--- src/rtl/sync_fifo_ctrl.sv ---
// Pointer, occupancy and flag controller for the width-converting sync FIFO memory.
// Occupancy is kept in memory words; push beats add W_WORDS and pop beats remove R_WORDS.
module sync_fifo_ctrl #(
    parameter int unsigned R_DATA_WIDTH = 64,
    parameter int unsigned W_DATA_WIDTH = 16,
    parameter int unsigned MEM_WIDTH    = 16,
    parameter int unsigned FIFO_DEPTH   = 16,
    parameter int unsigned ADDR_WIDTH   = 4
) (
    input  logic                  clk,
    input  logic                  rst_n,
    input  logic                  flush,
    input  logic                  push,
    input  logic                  pop,
    output logic                  wr_en,
    output logic [ADDR_WIDTH-1:0] wr_addr,
    output logic                  rd_en,
    output logic [ADDR_WIDTH-1:0] rd_addr,
    output logic                  full,
    output logic                  empty,
    output logic [ADDR_WIDTH:0]   count,
    output logic                  ovf,
    output logic                  unf
);

    localparam int unsigned W_WORDS = W_DATA_WIDTH / MEM_WIDTH;
    localparam int unsigned R_WORDS = R_DATA_WIDTH / MEM_WIDTH;
    localparam int unsigned CNT_W   = ADDR_WIDTH + 1;

    localparam logic [CNT_W-1:0]      FULL_THR  = CNT_W'(FIFO_DEPTH - W_WORDS);
    localparam logic [CNT_W-1:0]      EMPTY_THR = CNT_W'(R_WORDS);
    localparam logic [CNT_W-1:0]      CNT_INC   = CNT_W'(W_WORDS);
    localparam logic [CNT_W-1:0]      CNT_DEC   = CNT_W'(R_WORDS);
    localparam logic [ADDR_WIDTH-1:0] WR_STEP   = ADDR_WIDTH'(W_WORDS);
    localparam logic [ADDR_WIDTH-1:0] RD_STEP   = ADDR_WIDTH'(R_WORDS);

    logic [ADDR_WIDTH-1:0] wr_ptr_q, wr_ptr_d;
    logic [ADDR_WIDTH-1:0] rd_ptr_q, rd_ptr_d;
    logic [CNT_W-1:0]      count_q, count_d;
    logic                  ovf_q, ovf_d;
    logic                  unf_q, unf_d;
    logic                  push_ok, pop_ok;

    // Flags depend only on the occupancy registered at the start of the cycle.
    assign full    = (count_q > FULL_THR);
    assign empty   = (count_q < EMPTY_THR);
    assign push_ok = push & ~full;
    assign pop_ok  = pop & ~empty;

    assign wr_en   = push_ok & ~flush;
    assign rd_en   = ~empty;
    assign wr_addr = wr_ptr_q;
    assign rd_addr = rd_ptr_q;
    assign count   = count_q;
    assign ovf     = ovf_q;
    assign unf     = unf_q;

    always_comb begin
        wr_ptr_d = wr_ptr_q;
        rd_ptr_d = rd_ptr_q;
        count_d  = count_q;
        ovf_d    = push & full;
        unf_d    = pop & empty;
        if (flush) begin
            wr_ptr_d = '0;
            rd_ptr_d = '0;
            count_d  = '0;
            ovf_d    = 1'b0;
            unf_d    = 1'b0;
        end else begin
            // Pointers wrap naturally; depth is a multiple of both beat sizes.
            if (push_ok) wr_ptr_d = wr_ptr_q + WR_STEP;
            if (pop_ok)  rd_ptr_d = rd_ptr_q + RD_STEP;
            count_d = count_q + (push_ok ? CNT_INC : '0) - (pop_ok ? CNT_DEC : '0);
        end
    end

    always_ff @(posedge clk or negedge rst_n) begin
        if (!rst_n) begin
            wr_ptr_q <= '0;
            rd_ptr_q <= '0;
            count_q  <= '0;
            ovf_q    <= 1'b0;
            unf_q    <= 1'b0;
        end else begin
            wr_ptr_q <= wr_ptr_d;
            rd_ptr_q <= rd_ptr_d;
            count_q  <= count_d;
            ovf_q    <= ovf_d;
            unf_q    <= unf_d;
        end
    end

endmodule

--- config.mk ---
export PLATFORM = sky130hd
export DESIGN_NAME = sync_fifo_ctrl
export DESIGN_NICKNAME = d
export VERILOG_FILES = /design/src/rtl/sync_fifo_ctrl.sv
export SDC_FILE = /design/constraint.sdc
export NUM_CORES = 1
export LEC_CHECK = 0
export ABC_AREA = 1
export CORE_MARGIN = 8
export CORE_UTILIZATION = 35
export DETAILED_ROUTE_END_ITERATION = 10
export SLEW_MARGIN = 40
export SYNTH_ARGS = -nofsm -noshare
export SYNTH_HDL_FRONTEND = slang
export SYNTH_SLANG_ARGS = --single-unit
--- constraint.sdc ---
create_clock -name clk -period 2.6 [get_ports clk]
set_input_delay 0.26 -clock clk [delete_from_list [all_inputs] [get_ports clk]]
set_output_delay 0.26 -clock clk [all_outputs]
set_load 0.05 [all_outputs]
==> results.md, run 1 <==
* Status: finished, final reports clean
* Crit. End Element: output pin
* Final setup TNS at 0 ns
* CP Class: flop to output pin
* Post-Synth Adder-Cell Area at 0.1585
* VDD IR max at 0.0004838 V
* Synth Area in XOR/XNOR at 0.01009
* TritonCTS clock tree: done
* Final-stage net count at between 100 and 150
* Rel. slew slack at 0.5802
* Slew Viols, Final at 0
* Minimum clock period at ~2.5 ns
* Top Ports at 24
* Top-count cell post-synth: inv_1
* Crit path max-delay cell type: clkdlybuf4s50_1
* Detailed Place HPWL at approximately 1.5 mm
* Gr ovfl total at 0
* Clock transition at path regs at 0.09 ns
* Routability cong. at ~0.75
* Clock latency on the worst-skew pair at 0.28 ns
* DRT antenna net count at 0
* Setup Skew at approximately 0.0013 ns
* Detailed-route via count at ~720
* Synth Flop Type: dfrtp_1
* First-pass GRT wire length at 3.318 mm
* Post-route non-filler standard cell count at ~160
* MaxCap Viol Count at 0
* Worst-path fanout max at 7
* Core box area at ~2400 um^2
* I/O Buffers at 21
* Reg2Reg Setup Slack at ~0.39 ns
* Sequential-to-total area share from yosys stat at 0.3746
* Final Hold Vio Count at 0
* Pre-antenna DRT Iters at 4
* Clock buffer depth at 2
* Worst setup SP type: flop
* CP arrival at 2.20 ns
* Vias in the first global route at between 700 and 800
* Syn Inst Count at between 100 and 150
* Final setup vio count at 0
* Post-synth ARST share at 1.000
* Wire length per cell at roughly 12 um
* Most frequent CP cell: inv_1
* Crit share post-route at 0.9460
* FP Rows at 18
* Top cells by area, synth: dfrtp_1 (37%), ha_1 (16%), inv_1 (7.8%)
* ANT cells at 0
* Post-CTS Resized at 0
* Post-CTS Setup Bufs at 0
* Die ar. at 4331 um^2
* P_leak at approximately 0.57 nW
* Initial antenna violation count at 0
* Post-DP Area at around 1100 um^2
* CTS H-tree depth at 1
* # hold bufs at CTS at 0
* Post-synthesis compound-gate area fraction at 0.06484
* Hold Crit Class: input pin to asynchronous set/reset pin
* Layout cell share with drive strength beyond 1 at 0.1260
* Pwr/cell area at 1086 nW/um^2
* Area leader, netlist: dfrtp_1
* DRC at 0
* Count of cell types in the netlist at 21
* Total CTS buffers at 3
* Mux cell area share after synthesis at 0
* Die extent in x at 65.81 um
* Initial Util at 0.3603
* Synthesized area at approximately 870 um^2
* Max Freq at a little over 0.4 GHz
* Synth warnings at 0
* Data required, critical path at 2.34 ns
* Final wirelength at roughly 1.9 mm
* Worst Max-Slew Pin Slew at 0.6278 ns
* Area Overhead vs Synth at 29.54%
* Final Core Density at 0.4668
* Die Y at 65.81 um
* Final worst setup slack at between 0.1 and 0.15 ns
* Simple-gate share of the synthesized area at 0.2579
* Total GRT Usage at 0.09930
* Largest net degree at the start of global routing at 14
* FF+latch count, synth at 13
* Crit-path max cell delay at roughly 0.82 ns
* Dpl ws at 0.3738 ns
* Root buf cell: clkbuf_4
* Main combinational cell family by area after synthesis: simple AND/OR/NAND/NOR gates
* Top-area cell type share of the netlist area at 0.3746
* Initial DRC Count at 20
* Crit path cell chain: inv_1 -> ha_1 -> nand2_1 -> inv_1 -> nand2_2 -> nand3_4 -> nor2_1 -> clkdlybuf4s50_1
* Synth Area per Inst at 8.349 um^2
* Post-Place Cells at 153
* Final instance area at roughly 1100 um^2
* Post-DR vias/cell at between 4 and 5
* Post-synth EDFFs at 0
* Clock sink total at 13
* Synth cell count leaders: inv_1 (18), nand2_1 (15), dfrtp_1 (13)
* RSZ-0062 raised after global routing: false
[metrics by stage]
| stage | hold slack [ns] | power (W) |
|---|---|---|
| 6_report | 0.3613 | 0.001221 |
| 5_1_grt | 0.4309 | 0.001313 |
| 4_1_cts | 0.3824 | 0.001237 |
| 3_5_place_dp | 0.5560 | 0.001102 |
| 3_3_place_gp | 0.5464 | 0.001090 |
| 2_1_floorplan | -0.03559 | 0.0008730 |
[power by group]
group	internal (W)	leakage (nW)	switching [W]
combinational	0.000262	0.380	0.000526
sequential	0.000249	0.173	0.0000500
clock	0.0000596	0.0150	0.0000745
[logic make-up after synthesis]
kind of cell | count (synthesis)
AOI/OAI and AO/OA | 9
xor gates and xnor gates | 1
adders and majority gates | 11
buffers and inverters | 24
DFF | 13
other | 1
and+or+nand+nor | 45
[worst max-delay path, delay by kind of cell (launching register included)]
kind	cells	cell delay (ns)
adders and majority gates	1	0.19
DFF	1	0.39
buffers and inverters	3	0.98
and+or+nand+nor	4	0.37
[final cells by class]
cell class / instances / area, um^2
Clock buffer: 4 / 26.28
Fill cell: 259 / 1285
Inverter: 20 / 75.07
Multi-Input combinational cell: 68 / 441.7
Sequential cell: 13 / 326.6
Tap cell: 30 / 37.54
Timing Repair Buffer: 22 / 217.7
[metal layers]
metal  share of wire  up-vias  global-route usage
met5               0        -                   0
met4           0.019        0             0.04905
met3           0.086        4             0.04407
met2            0.42       18              0.1425
met1            0.47      324              0.1228
li1                -      371                   -
[final timing paths]
check                           start    endpoint  cells past startpoint
setup / recovery             count[4]       wr_en                      8
hold / removal                  rst_n         unf                      1
setup reg to reg             count[4]    count[4]                     11
hold reg to reg            wr_addr[3]  wr_addr[3]                      2
max in group asynchronous       rst_n    count[4]                      1
min in group clk                  pop         unf                      3
[sequential cells by signal, summed over array words and instances (netlist names)]
register	flops
ovf	1
unf	1
count	5
rd_addr	2
wr_addr	4
[layout by cell type, fill, tap and decap left out, drive strengths merged]
cell type / instances
nand3: 10
nand2: 17
nand4: 3
inv: 20
nor3: 2
o21ai: 4
nor2: 11
clkbuf: 4
buf: 1
ha: 11
conb: 2
nand3b: 2
clkdlybuf4s50: 21
dfrtp: 13
xor2: 1
a21oi: 5
Note: power is estimated with default switching activity, not from simulation.
==> run 2, diff against run 1 <==
--- a/config.mk
+++ b/config.mk
@@ -9,6 +9,7 @@
 export CORE_MARGIN = 8
 export CORE_UTILIZATION = 35
 export DETAILED_ROUTE_END_ITERATION = 10
+export DONT_BUFFER_PORTS = 1
 export SLEW_MARGIN = 40
 export SYNTH_ARGS = -nofsm -noshare
 export SYNTH_HDL_FRONTEND = slang
==> results.md, run 2 (same netlist as run 1, synthesis figures left out) <==
* CP Class: flop to flop
* Clock sink total at 13 (unchanged)
* GRT met3 Usage at 0.05763 (+0.01356)
* Largest net degree at the start of global routing at 14 (unchanged)
* Initial Util at 0.3603 (unchanged)
* Most frequent cells in the layout: inv_1 (18), nand2_1 (15), dfrtp_1 (12)
* Sequential cell area at 326.6 um^2 (unchanged)
* Post-DR vias/cell at 4.678 (+2.4%)
* Final-stage net count at 130 (-9.7%)
* GRT Max-Usage Layer: met2
* DRT antenna net count at 0 (unchanged)
* Met2 usage in global routing at 0.1449 (+0.002436)
* Worst-path fanout max at 4 (-3)
* Max reg flops at 5 (unchanged)
* First-pass GRT wire length at 3.305 mm (-0.39%)
* Clock buffer depth at 2 (unchanged)
* Post-DP Area at 933.4 um^2 (-15%)
* Rel. slew slack at 0.5750 (-0.005174)
* Post-CTS Setup Bufs at 0 (unchanged)
* Minimum clock period at 2.169 ns (-0.2905 ns)
* Global Route met1 Usage at 0.1179 (-0.004872)
* Hold Path Stages at 1
* Die Y at 65.81 um (unchanged)
* Final setup vio count at 0 (unchanged)
* Pre-antenna DRT Iters at 5 (+1)
* Total CTS buffers at 3 (unchanged)
* Initial antenna violation count at 0 (unchanged)
* Final hold slack at 0.03696 ns (-0.3243 ns)
* Die ar. at 4331 um^2 (unchanged)
* Hold Path Sink: count[0]
* Max Freq at 0.4610 GHz (+13%)
* Detailed-route via count at 669 (-6.7%)
* Slew Viols, Final at 0 (unchanged)
* Status: finished, final reports clean
* Total GRT Usage at 0.09689 (-0.002414)
* Worst reg2reg path depth at 11 (unchanged)
* Most common cell after layout, fill and taps aside: inv_1
* R2r startpoint: count[4]
* VDD IR max at 0.0005621 V (+16%)
* Final instance area at 969.7 um^2 (-14%)
* CP arrival at 2.34 ns (+0.14 ns)
* Clock transition at path regs at 0.08 ns (about the same)
* Area Overhead vs Synth at 11.67%
* FP Rows at 18 (unchanged)
* Crit. End Element: flop
* MaxCap Viol Count at 0 (unchanged)
* Reg2Reg Capture Point: count[4]
* Top Ports at 24 (unchanged)
* Hold Crit Class: input pin to flop
* Crit share post-route at 0.8343 (-0.1117)
* Area of the multi-input gates at 441.7 um^2 (unchanged)
* Clock latency on the worst-skew pair at 0.27 ns (about the same)
* I/O Buffers at 0 (-100%)
* Final wirelength at 1.837 mm (-5.0%)
* Post-route non-filler standard cell count at 143 (-8.9%)
* Worst setup SP type: flop
* # fillers at 242 (-6.6%)
* Wire length per cell at 12.85 um (+4.3%)
* Die extent in x at 65.81 um (unchanged)
* Layout cell share with drive strength beyond 1 at 0.1947 (+0.06871)
* Gr ovfl total at 0 (unchanged)
* Detailed Place HPWL at 1.449 mm (-3.7%)
* Setup Skew at 0.003089 ns (+0.001774 ns)
* Hold Crit Start: flush
* Final Hold Vio Count at 0 (unchanged)
* Pwr/cell area at 1158 nW/um^2 (+6.6%)
* DRC at 0 (unchanged)
* Worst Max-Slew Pin Slew at 0.6354 ns (+0.007632 ns)
* Core box area at 2410 um^2 (unchanged)
* P_leak at 0.5269 nW (-7.2%)
* Final setup TNS at 0 ns (unchanged)
* TritonCTS clock tree: done
* ANT cells at 0 (unchanged)
* Data required, critical path at 2.77 ns (+0.43 ns)
* RSZ-0062 raised after global routing: false
* Routability cong. at 0.7820 (+4.8%)
* Root buf cell: clkbuf_4
* CTS H-tree depth at 1 (unchanged)
* Initial DRC Count at 21 (+5.0%)
* Post-Place Cells at 138 (-9.8%)
* Vias in the first global route at 677 (-4.1%)
* Reg2Reg Setup Slack at 0.43 ns (+0.04 ns)
run 2: cell count changes in the layout (fill, tap and decap cells not counted):
| cell | change |
|---|---|
| clkdlybuf4s50_1 | -21 |
| buf_4 | +6 |
| dlygate4sd3_1 | +1 |
run 2: how the worst max path moves through the flow:
| stage | start | end | slack [ns] | cells after the start |
|---|---|---|---|---|
| 2_1_floorplan | count[3] | count[4] | 0.01 | 11 |
| 3_3_place_gp | count[4] | count[4] | 0.51 | 11 |
| 3_5_place_dp | count[4] | count[4] | 0.44 | 11 |
| 4_1_cts | count[4] | count[4] | 0.42 | 11 |
| 5_1_grt | count[4] | count[4] | 0.27 | 12 |
| 6_report | count[4] | count[4] | 0.43 | 11 |
run 2: report_power, final:
part / switching (W) / internal, W / leakage [nW]
clock: 0.0000678 / 0.0000594 / 0.0150
sequential: 0.000115 / 0.000247 / 0.173
combinational: 0.000449 / 0.000185 / 0.339
run 2: critical path, stage by stage, from the launching register on:
cell and delay, ns:
dfrtp_2 0.40, inv_1 0.15, ha_1 0.23, a21oi_4 0.07, nor2_2 0.15, inv_2 0.06
ha_1 0.31, ha_1 0.32, inv_1 0.06, nand3b_1 0.09, a21oi_1 0.16, nor2_1 0.06
run 2: layer usage:
metal | wire, um | up-vias
li1 | - | 344
met1 | 846 | 308
met2 | 826 | 17
met3 | 165 | 0
met4 | 0 | 0
met5 | 0 | -
run 2: final cells by class:
cell class,count,area share
clock buffers,4,0.02710
well taps,30,0.03871
repair buffers,8,0.06452
flip-flops and latches,13,0.3368
inverters,20,0.07742
multi-input cells,68,0.4555
run 2: through the flow:
stage            util  power (W)  worst slack, ns
2_1_floorplan       -  0.0008730          0.01152
3_3_place_gp   0.3873  0.0009904           0.5129
3_5_place_dp   0.3873   0.001000           0.4435
4_1_cts        0.4024   0.001140           0.4231
5_1_grt        0.4024   0.001221           0.2724
6_report       0.4024   0.001123           0.4309
run 2: repair_timing:
action / 4_1_cts / 5_1_grt
resized for setup: 0 / 0
endpoints found under the hold margin: 13 / 0
hold buffers: 1 / 0
